## config.mk

```make
export PLATFORM = sky130hd
export DESIGN_NAME = card_lock_gen2
export DESIGN_NICKNAME = d
export VERILOG_FILES = /design/src/rtl/card_lock_pkg.sv /design/src/rtl/card_code_store.sv /design/src/rtl/card_lock_gen2.sv
export SDC_FILE = /design/constraint.sdc
export NUM_CORES = 1
export LEC_CHECK = 0
export BUFFER_PORTS_ARGS = -buffer_cell sky130_fd_sc_hd__buf_2
export CORE_MARGIN = 10
export CORE_UTILIZATION = 50
export CTS_CLUSTER_DIAMETER = 50
export CTS_CLUSTER_SIZE = 14
export DETAILED_ROUTE_END_ITERATION = 8
export GPL_ROUTABILITY_DRIVEN = 1
export PLACE_DENSITY = 0.69
export REMOVE_ABC_BUFFERS = 1
export SYNTH_ARGS = -nofsm -noshare
export SYNTH_HDL_FRONTEND = slang
export SYNTH_HIERARCHICAL = 1
export SYNTH_SLANG_ARGS = --single-unit
```

## constraint.sdc

```tcl
create_clock -name clk -period 3.03 [get_ports clk]
set_clock_uncertainty 0.2 [all_clocks]
set_input_delay 0.4545 -clock clk [delete_from_list [all_inputs] [get_ports clk]]
set_output_delay 0.4545 -clock clk [all_outputs]
set_load 0.1 [all_outputs]
```

## src/rtl/card_lock_pkg.sv

```systemverilog
// Shared types for the card lock: card kinds, controller states and a
// saturating counter helper.
package card_lock_pkg;

  typedef enum logic [1:0] {
    GUEST     = 2'b00,
    NEW_GUEST = 2'b01,
    MANAGER   = 2'b10,
    EMERGENCY = 2'b11
  } card_type_e;

  typedef enum logic [2:0] {
    ST_IDLE,
    ST_EVAL,
    ST_TRIP,
    ST_LOCKOUT,
    ST_WAIT_REMOVE
  } state_e;

  function automatic logic [3:0] sat_inc4(input logic [3:0] v, input logic [3:0] lim);
    return (v >= lim) ? lim : v + 4'd1;
  endfunction

endpackage

```

## src/rtl/card_code_store.sv

```systemverilog
// Guest code memory: NUM_CODES registered slots with valid bits, parallel
// match, round-robin overwrite of the oldest slot and a clear-all.
module card_code_store
  import card_lock_pkg::*;
#(
  parameter int CODE_W    = 16,
  parameter int NUM_CODES = 4
) (
  input  logic              clk,
  input  logic              reset,
  input  logic [CODE_W-1:0] code_i,
  input  logic              wr_en_i,
  input  logic              clr_all_i,
  output logic              match_o
);

  localparam int PTR_W = $clog2(NUM_CODES);

  logic [CODE_W-1:0]    code_q [NUM_CODES];
  logic [NUM_CODES-1:0] valid_q;
  logic [NUM_CODES-1:0] hit;
  logic [PTR_W-1:0]     ptr_q;

  genvar gi;
  generate
    for (gi = 0; gi < NUM_CODES; gi++) begin : g_match
      assign hit[gi] = valid_q[gi] && (code_q[gi] == code_i);
    end
  endgenerate

  assign match_o = |hit;

  // A code already present is never stored twice, so the pointer only moves on a real write.
  always_ff @(posedge clk or posedge reset) begin
    if (reset) begin
      valid_q <= '0;
      ptr_q   <= '0;
      for (int i = 0; i < NUM_CODES; i++) code_q[i] <= '0;
    end else if (clr_all_i) begin
      valid_q <= '0;
      ptr_q   <= '0;
    end else if (wr_en_i && !match_o) begin
      code_q[ptr_q]  <= code_i;
      valid_q[ptr_q] <= 1'b1;
      ptr_q          <= ptr_q + 1'b1;
    end
  end

endmodule

```

## src/rtl/card_lock_gen2.sv

```systemverilog
// Hotel door card lock controller: evaluates inserted cards, pulses the door
// trip, and locks out guests after repeated failures.
module card_lock_gen2
  import card_lock_pkg::*;
#(
  parameter int CODE_W         = 16,
  parameter int NUM_CODES      = 4,
  parameter int TRIP_CYCLES    = 8,
  parameter int MAX_FAILS      = 3,
  parameter int LOCKOUT_CYCLES = 1024
) (
  input  logic              clk,
  input  logic              reset,
  input  logic              card_present,
  input  logic [CODE_W-1:0] entry_code_on_card,
  input  logic [1:0]        card_type,
  output logic              card_read,
  output logic              trip_lock_for_guest,
  output logic              reject,
  output logic              locked_out,
  output logic              guest_disabled,
  output logic [3:0]        fail_count
);

  localparam int TRIP_W = $clog2(TRIP_CYCLES + 1);
  localparam int LOCK_W = $clog2(LOCKOUT_CYCLES + 1);

  state_e            state_q, state_d;
  logic              card_present_q;
  logic [CODE_W-1:0] code_q, code_d;
  card_type_e        type_q, type_d;
  logic [TRIP_W-1:0] trip_cnt_q, trip_cnt_d;
  logic [LOCK_W-1:0] lock_cnt_q, lock_cnt_d;
  logic [3:0]        fail_q, fail_d;
  logic              gd_q, gd_d;
  logic              reject_q, reject_d;
  logic              store_wr, store_clr, store_match;
  logic              insertion;

  assign insertion = card_present && !card_present_q;

  card_code_store #(
    .CODE_W   (CODE_W),
    .NUM_CODES(NUM_CODES)
  ) u_store (
    .clk      (clk),
    .reset    (reset),
    .code_i   (code_q),
    .wr_en_i  (store_wr),
    .clr_all_i(store_clr),
    .match_o  (store_match)
  );

  always_ff @(posedge clk or posedge reset) begin
    if (reset) begin
      state_q        <= ST_IDLE;
      card_present_q <= 1'b0;
      code_q         <= '0;
      type_q         <= GUEST;
      trip_cnt_q     <= '0;
      lock_cnt_q     <= '0;
      fail_q         <= '0;
      gd_q           <= 1'b0;
      reject_q       <= 1'b0;
    end else begin
      state_q        <= state_d;
      card_present_q <= card_present;
      code_q         <= code_d;
      type_q         <= type_d;
      trip_cnt_q     <= trip_cnt_d;
      lock_cnt_q     <= lock_cnt_d;
      fail_q         <= fail_d;
      gd_q           <= gd_d;
      reject_q       <= reject_d;
    end
  end

  always_comb begin
    state_d    = state_q;
    code_d     = code_q;
    type_d     = type_q;
    trip_cnt_d = trip_cnt_q;
    lock_cnt_d = lock_cnt_q;
    fail_d     = fail_q;
    gd_d       = gd_q;
    reject_d   = 1'b0;
    store_wr   = 1'b0;
    store_clr  = 1'b0;
    case (state_q)
      ST_IDLE: begin
        if (insertion) begin
          code_d  = entry_code_on_card;
          type_d  = card_type_e'(card_type);
          state_d = ST_EVAL;
        end
      end
      ST_EVAL: begin
        trip_cnt_d = '0;
        case (type_q)
          GUEST: begin
            if (gd_q) begin
              reject_d = 1'b1;
              state_d  = ST_WAIT_REMOVE;
            end else if (store_match) begin
              fail_d  = '0;
              state_d = ST_TRIP;
            end else begin
              reject_d = 1'b1;
              fail_d   = sat_inc4(fail_q, 4'(MAX_FAILS));
              if (fail_d == 4'(MAX_FAILS)) begin
                lock_cnt_d = '0;
                state_d    = ST_LOCKOUT;
              end else begin
                state_d = ST_WAIT_REMOVE;
              end
            end
          end
          NEW_GUEST: begin
            if (gd_q) begin
              reject_d = 1'b1;
              state_d  = ST_WAIT_REMOVE;
            end else begin
              store_wr = 1'b1;
              fail_d   = '0;
              state_d  = ST_TRIP;
            end
          end
          MANAGER: begin
            fail_d  = '0;
            gd_d    = 1'b0;
            state_d = ST_TRIP;
          end
          default: begin
            gd_d      = 1'b1;
            store_clr = 1'b1;
            state_d   = ST_WAIT_REMOVE;
          end
        endcase
      end
      ST_TRIP: begin
        if (trip_cnt_q == TRIP_W'(TRIP_CYCLES - 1)) begin
          state_d = card_present ? ST_WAIT_REMOVE : ST_IDLE;
        end else begin
          trip_cnt_d = trip_cnt_q + 1'b1;
        end
      end
      ST_LOCKOUT: begin
        // Only a manager card can cut the lockout short; everything else is ignored.
        if (insertion && card_type_e'(card_type) == MANAGER) begin
          code_d  = entry_code_on_card;
          type_d  = MANAGER;
          state_d = ST_EVAL;
        end else if (lock_cnt_q == LOCK_W'(LOCKOUT_CYCLES - 1)) begin
          fail_d  = '0;
          state_d = card_present ? ST_WAIT_REMOVE : ST_IDLE;
        end else begin
          lock_cnt_d = lock_cnt_q + 1'b1;
        end
      end
      ST_WAIT_REMOVE: begin
        if (!card_present) state_d = ST_IDLE;
      end
      default: state_d = ST_IDLE;
    endcase
  end

  assign card_read           = (state_q == ST_EVAL);
  assign trip_lock_for_guest = (state_q == ST_TRIP);
  assign locked_out          = (state_q == ST_LOCKOUT);
  assign reject              = reject_q;
  assign guest_disabled      = gd_q;
  assign fail_count          = fail_q;

endmodule

```

# After elaboration in Yosys (flattened, before gate mapping)
# Index checks and enable logic that the tools add are counted.
# totals
n_memories,0
regBits,113
latchBits,0
ram_bits,0
wordCells,140
output_inout_bits,9
in_bits,21
mem_bits_ro,0
# op_classes
n_reduce_logical,27
multipliers,0
eq_ne,30
shift,0
order_cmp,5
add_sub_neg,4
n_bitwise,4
div,0
muxes,55
# ops
op,count
$mux 11,6
$bwmux 64,1
$eq 16x16->1,4
$mux 16,3
$mux 4,9
$demux 16 s2,1
$pmux 16 s2,1
$mux 3,10
$pmux 11 s2,1
$pmux 4 s2,2
$pmux 3 s5,1
$ne 2x2->1 const B,7
$pmux 4 s3,1
$add 11x1->11 const B,1
$eq 11x10->1 const B,1
$mux 1,10
$ne 2x1->1 const B,5
$logic_and 1x1->1,9
$pmux 3 s3,1
$add 4x1->4 const B,2
$mux 2,4
$reduce_bool 2->1,4
$reduce_and 7->1,1
$eq 3x2->1 const B,2
other kinds (31),38

# Longest topological paths before layout
# Gate-level depths: netlist of run 1.
# depth
ltp_word,8
depth_mapped,10
mapped_depth_nobuf,9

# Modules after synthesis
# The synthesis of run 1 kept the hierarchy.
# by_module_without_submodules
module,area_per_inst_um2,seq_area_each_um2,n_inst,cells_each
card_code_store,3779.9,1751.7,1,274
card_lock_gen2,2240.9,1076.0,1,197

# Worst setup path before layout of run 1
# Ideal clock, no wire load.
# synth_timing
kind,reg2reg
startpoint,reg state_q[0]
endpoint,reg state_q[2]
n_path_buf,1
arrival_ns,2.792
stages_incl_launch_ff,5
synth_period_minus_slack_ns,3.118
setup_ns,0.126
slack_ns,-0.088
path_cell_list,dfrtp_1 > buf_4 > nor3b_2 > o21ai_0 > a311o_1
# synth_via
elab_chain_len,3
# synth_lines
item,line_no,rtl
"start, declared",card_lock_gen2.sv:28,"state_e state_q, state_d;"
"start signal, assigned",card_lock_gen2.sv:66,state_q <= state_d;
$eq 3x2->1 *,-,
named net trip_lock_for_guest,card_lock_gen2.sv:18,"output logic trip_lock_for_guest,"
$ne 2x1->1 (no source line),-,
$reduce_and 4->1 (no source line),-,
# Mark *: on every way through the listed nets, which the timed path passes. The rest lies on a longest branch.
# A chain may end at the register's enable or synchronous reset.

==> run metrics, run 1 <==
Crit Path Max Fanout=9; core area=11900 um^2; critical path, cell by cell=xor2_1 -> nor4_2 -> buf_4 -> nand4_1 -> o22ai_4 -> buf_4 -> or2_2 -> nor2b_1 -> nand3_1 -> a21oi_1 -> a311o_1; vias in the first global route=4173; buffer and inverter count on the worst path=2; RR Startpoint=code_q[6]; via/cell ratio=5.49; Worst Reg-to-Reg Cells=11; min-delay worst type=in2async; sequential share of the synthesized area=47.0%; fmax=0.350 GHz; area grow syn2layout=17.6%; CP max-delay cell=dfrtp_1; clock tree buffer depth=2; synthesized flop and latch total=113; Die Height=130 um; full die area=16800 um^2; Warnings, synthesis=6; placed inst area=6400 um^2; Startpoint Class=flop; GP Congestion=0.876; CP required=3.12 ns; cell mode on critical path=buf_4; total power=6.53 mW; period utilization=94.4%; worst vdd ir=692 uV; Slew Limit Headroom=33.4%; minimum clock period=2.86 ns; Post-Syn Area=6020 um^2; crit path kind=reg2reg; Placement Rows=40; largest stage delay on the critical path=0.49 ns; Worst path top cell family by delay=simple AND/OR/NAND/NOR gates; final max-slew violation count=0; minimum hold slack=-0.0175 ns; clock sink total=113; layout cells sized above 1=37.9%; PortBufs=29; DR iter-0 viols=225; DRT Wirelength=13000 um; DRT antenna net count=0; Root Buffer=clkbuf_16; failing checks=hold timing; Leakage=3.50 nW; DR vias=3835; I/O pins=30; critical path data arrival time=2.95 ns; H-tree depth=4; Post-synth top flop=dfrtp_1; wire length per cell=18.6 um; DRT Pass-1 Iters=4; chip width=130 um; Design Area, Final=7080 um^2; Post-Syn Instances=471; Mean Syn Cell Area=12.8 um^2; TritonCTS clock tree=built; hold bufs inserted after CTS=0; initial antenna violation count=0; GRT overflow=0; CP endpoint kind=flop; setup TNS=0 ns; Ant. Diodes=0; Worst Max-Slew Pin Slew=0.997 ns; Post-synth EDFFs=0; Power Density=922 nW/um^2; GR Util All Layers=16.5%; nets@finish=573; final hold vios=19; async set-reset flop share out of synthesis=100%; Crit Reg-Reg Endpoint=state_q[2]; post-synth cell types=55; Worst-path clk slew=0.05 ns; Max Cap Viol=0; CTS buffer count=17; r2r setup slk=0.17 ns; status=finished, violations left; largest net degree at the start of global routing=44; Initial Utilization=50.5%; DR DRC count=0; global-route wire length before repair=21500 um; Worst-Skew Late Latency=0.41 ns; Final Setup Violations=0; Detailed Place HPWL=8670 um
-- registers in the layout, summed over array words and instances (netlist names) --
name,flops
card_present_q,1
u_store/valid_q,4
code_q,16
state_q,3
u_store/ptr_q,2
lock_cnt_q,11
u_store/code_q,64
guest_disabled,1
trip_cnt_q,4
type_q,2
fail_count,4
reject,1
-- cells in the final DEF, fill, tap and decap left out, types with 3 or more instances in the layout --
master,count
a21o_1,4
a21oi_1,9
and2_1,4
and3_1,4
buf_2,29
buf_4,45
clkbuf_1,3
clkbuf_16,17
clkbuf_8,4
clkinv_2,5
dfrtp_1,113
ha_1,11
inv_1,12
inv_2,3
mux2_2,37
mux2_4,44
mux2i_1,8
nand2_1,23
nand2b_1,4
nand3_1,7
nand3b_1,4
nand4_1,9
nor2_1,12
nor3_1,8
nor4_1,9
nor4_2,5
nor4_4,4
o211ai_1,4
o21ai_0,8
or3_1,4
xnor2_1,4
xor2_1,62
-- metrics by stage --
stage	hold WS (ns)	utilization (%)	instances	setup WS [ns]
final	-0.0175	59.4	699	0.169
after global routing	0.0174	59.4	699	-0.0650
after CTS	0.00313	58.9	693	0.0463
after detailed placement	0.265	53.8	658	-0.0376
after global placement	0.260	53.8	658	-0.0455
after floorplan	0.250	-	447	-0.209
-- layer usage --
metal / GRT usage [%] / up-vias / routed length, um
met1: 19.7 / 1930 / 5730
met4: 6.94 / 0 / 233
met2: 27.4 / 88 / 6460
li1: - / 1802 / -
met5: 0 / - / 0
met3: 4.87 / 15 / 591
-- timing repair --
action / CTS / global route
pin swaps: 3 / 2
setup buffers: 5 / 6
gates resized for setup: 0 / 3
endpoints found under the setup margin: 15 / 13
-- final cells by class --
type	instances	area (um^2)
Tap cell	147	184
Fill cell	955	4830
Sequential cell	113	2830
Clock inverter	6	80.1
Multi-Input combinational cell	318	2930
Clock buffer	24	492
Inverter	16	61.3
Timing Repair Buffer	75	503
-- how the worst max path moves through the flow --
stage / start / cells after the start / slack (ns) / to
after floorplan: state_q[1] / 8 / -0.21 / u_store/code_q[10]
after global placement: code_q[14] / 8 / -0.05 / u_store/code_q[53]
after detailed placement: state_q[1] / 6 / -0.04 / u_store/code_q[53]
after CTS: code_q[7] / 10 / 0.05 / state_q[2]
after global routing: code_q[6] / 12 / -0.07 / lock_cnt_q[1]
final: code_q[6] / 11 / 0.17 / state_q[2]
-- report_power, final --
part,internal (mW),switching (mW),total (mW)
combinational,1.02,1.15,2.17
sequential,1.88,0.536,2.42
clock,1.28,0.653,1.93
-- cells by family (layout without fill, tap and decap cells) --
kind of cell	Yosys count	count (layout)	synth area share, %
mux	89	89	19.2
flops	113	113	47.0
simple gates	112	112	12.1
buf+inv	40	121	4.68
xor+xnor	66	66	9.60
fa+ha+maj	11	11	2.29
compound gates	40	40	5.13
-- synth_stat cells (2+ instances only) --
cell type	n	share of area (%)
xor2_1	62	9.0
nand2b_1	4	0.42
a31oi_1	2	0.21
o211ai_1	4	0.50
nor4_4	4	1.4
a22o_1	2	0.29
nor4_2	2	0.42
and4_1	2	0.29
nand2_1	23	1.4
and3_1	4	0.42
buf_4	4	0.50
nand3_1	7	0.58
o21ai_0	8	0.67
o22ai_4	2	0.67
nor2b_1	2	0.21
mux2_4	44	11
or3_1	4	0.42
inv_1	14	0.87
and2_1	4	0.42
dfrtp_1	113	47
buf_2	7	0.58
nor4_1	12	1.2
a21o_1	4	0.50
o311ai_0	2	0.29
ha_1	11	2.3
mux2_2	37	6.9
a21oi_1	9	0.75
nand4_1	9	0.94
nor3_1	8	0.67
nor2_1	12	0.75
buf_6	12	2.2
nand3b_1	4	0.50
xnor2_1	4	0.58
mux2i_1	8	1.3
Power figures use the tool's default switching activity.
==> inputs of run 2 (changes only) <==
--- a/config.mk
+++ b/config.mk
@@ -13,6 +13,7 @@
 export DETAILED_ROUTE_END_ITERATION = 8
 export GPL_ROUTABILITY_DRIVEN = 1
 export PLACE_DENSITY = 0.69
+export RECOVER_POWER = 25
 export REMOVE_ABC_BUFFERS = 1
 export SYNTH_ARGS = -nofsm -noshare
 export SYNTH_HDL_FRONTEND = slang
==> run 2 against run 1 <==
The run now ends clean. Largest cell class unchanged. Sequential power hardly changed. Cell count stayed put. First-iteration DRC count is 13% lower. Critical endpoint unchanged. Total power hardly changed. Global-route usage stayed put. Count of clock-buffer cells in the layout stayed put. Register-to-register slack worse by 0.02 ns. Cell area is 0.25% lower. Combinational power hardly changed. Routed wire length is 0.39% higher. Non-clock buffer count stayed put. Core utilization is 0.15 points lower.
==> run metrics, run 2 (synthesis gave the netlist of run 1 again) <==
status=finished, final reports clean; wire length per cell=18.7 um (+0.39%); fmax=0.348 GHz (-0.55%); DR DRC count=0 (unchanged); DR vias=3848 (+0.34%); clock sink total=113 (unchanged); Crit Reg-Reg Endpoint=state_q[2]; Placement Rows=40 (unchanged); H-tree depth=4 (unchanged); initial antenna violation count=0 (unchanged); CP max-delay cell=dfrtp_1; critical path, cell by cell=xor2_1 -> nor4_2 -> buf_4 -> nand4_1 -> o22ai_4 -> buf_4 -> or2_2 -> nor2b_1 -> nand3_1 -> a21oi_1 -> a311o_1; Sw Ratio=36.0% (+0.11 points); minimum clock period=2.88 ns (+0.0159 ns); min-delay worst type=in2async; CP required=3.12 ns (about the same); Root Buffer=clkbuf_16; core area=11900 um^2 (unchanged); CTS buffer count=17 (unchanged); Crit Path Max Fanout=9 (unchanged); largest net degree at the start of global routing=44 (unchanged); combinational share of power=33.3% (about the same); Worst-path clk slew=0.05 ns (about the same); Slew Limit Headroom=14.5% (-19 points); total power=6.53 mW (about the same); Top reg by flops=u_store/code_q; buffer and inverter count on the worst path=2 (unchanged); Power Density=925 nW/um^2 (+0.34%); DR iter-0 viols=195 (-13%); number of flip-flops under the largest register name=64 (unchanged); clock tree buffer depth=2 (unchanged); Ant. Diodes=0 (unchanged); sequential power share=37.0% (about the same); critical path data arrival time=2.97 ns (+0.02 ns); period utilization=94.9% (+0.53 points); CP endpoint kind=flop; switching power=2.35 mW (+0.39%); r2r setup slk=0.15 ns (-0.02 ns); RR Startpoint=code_q[6]; Leakage=3.49 nW (-0.28%); Fillers=957 (+0.21%); DRT Wirelength=13100 um (+0.39%); DRT antenna net count=0 (unchanged); final hold vios=0 (-19); Worst path top cell family by delay=simple AND/OR/NAND/NOR gates; cell mode on critical path=buf_4; Max Cap Viol=0 (unchanged); GP Congestion=0.876 (unchanged); vias in the first global route=4173 (unchanged); most frequent cells in the layout=dfrtp_1 (113), xor2_1 (62), buf_4 (45), mux2_4 (44), mux2_2 (37); commonest non-fill, non-tap cell in the layout=dfrtp_1; Detailed Place HPWL=8670 um (unchanged); Worst Max-Slew Pin Slew=1.28 ns (+0.284 ns); largest stage delay on the critical path=0.50 ns (about the same); hold bufs inserted after CTS=0 (unchanged); placed instance count=658 (unchanged); Final Setup Violations=0 (unchanged); I/O pins=30 (unchanged); DRT Pass-1 Iters=5 (+1); Initial Utilization=50.5% (unchanged); nets@finish=573 (unchanged); PortBufs=29 (unchanged); minimum hold slack=0.0672 ns (+0.0847 ns); layout cells sized above 1=37.3% (-0.54 points); chip width=130 um (unchanged); clock power share=29.7% (about the same); instance count on the critical path=11 (unchanged); full die area=16800 um^2 (unchanged); Largest regs=u_store/code_q: 64 flops, code_q: 16 flops, lock_cnt_q: 11 flops; global-route wire length before repair=21500 um (unchanged); crit path kind=reg2reg; TritonCTS clock tree=built; GRT overflow=0 (unchanged); via/cell ratio=5.51 (+0.34%); worst vdd ir=693 uV (+0.14%); P_int=4.18 mW (about the same); area grow syn2layout=17.3%; final max-slew violation count=0 (unchanged); Layout Cells excl Fill=699 (unchanged); Worst Reg-to-Reg Cells=11 (unchanged); Worst-Skew Late Latency=0.41 ns (about the same); Startpoint Class=flop; GR Util All Layers=16.5% (unchanged); Die Height=130 um (unchanged)
## run 2: cell count changes in the layout (fill, tap and decap cells not counted)
| cell | previous run | this run |
|---|---|---|
| clkbuf_1 | 3 | 5 |
| inv_2 | 3 | 2 |
| clkbuf_2 | 0 | 1 |
| buf_12 | 1 | 0 |
| inv_1 | 12 | 13 |
| buf_2 | 29 | 27 |
## run 2: area by class of cell
type,count,area (um^2),share of cell area [%]
Multi-Input combinational cell,318,2930,41.5
Sequential cell,113,2830,40.0
Clock buffer,24,492,6.96
Timing Repair Buffer,75,485,6.88
Tap cell,147,184,2.60
Clock inverter,6,80.1,1.13
Inverter,16,61.3,0.868
## run 2: power by group through the flow
stage / Sequential (mW) / Clock, mW / Combinational (mW)
floorplan: 2.49 / 0 / 1.35
global placement: 2.41 / 0 / 2.10
detailed placement: 2.43 / 0 / 2.14
CTS: 2.42 / 1.97 / 2.16
global route: 2.49 / 2.04 / 2.37
finish: 2.42 / 1.94 / 2.17
## run 2: how the worst max path moves through the flow
stage	slack, ns	startpoint	to
final	0.15	code_q[6]	state_q[2]
after global routing	-0.07	code_q[6]	lock_cnt_q[1]
after CTS	0.05	code_q[7]	state_q[2]
after detailed placement	-0.04	state_q[1]	u_store/code_q[53]
after global placement	-0.05	code_q[14]	u_store/code_q[53]
after floorplan	-0.21	state_q[1]	u_store/code_q[10]
## run 2: timing repair
item / 4_1_cts / 5_1_grt
setup endpoints to repair: 15 / 13
gates resized for setup: 0 / 3
buffers inserted: 5 / 6
pin swaps: 3 / 2
endpoints found under the hold margin: 0 / 0
## run 2: metal layers
| metal | share of wire (%) | vias up | track usage (%) |
|---|---|---|---|
| li1 | - | 1801 | - |
| met1 | 44 | 1937 | 19.7 |
| met2 | 49 | 84 | 27.4 |
| met3 | 4.3 | 26 | 4.87 |
| met4 | 2.2 | 0 | 6.94 |
| met5 | 0 | - | 0 |
## run 2: per-stage QoR
stage / TNS, ns / utilization [%] / setup slack (ns) / instance area, um^2
after detailed placement: -0.203 / 53.8 / -0.0376 / 6400
after global placement: -0.160 / 53.8 / -0.0455 / 6400
after global routing: -0.132 / 59.3 / -0.0650 / 7060
final: 0 / 59.3 / 0.153 / 7060
after floorplan: -11.33 / - / -0.209 / 5800
after CTS: 0 / 58.9 / 0.0463 / 7010
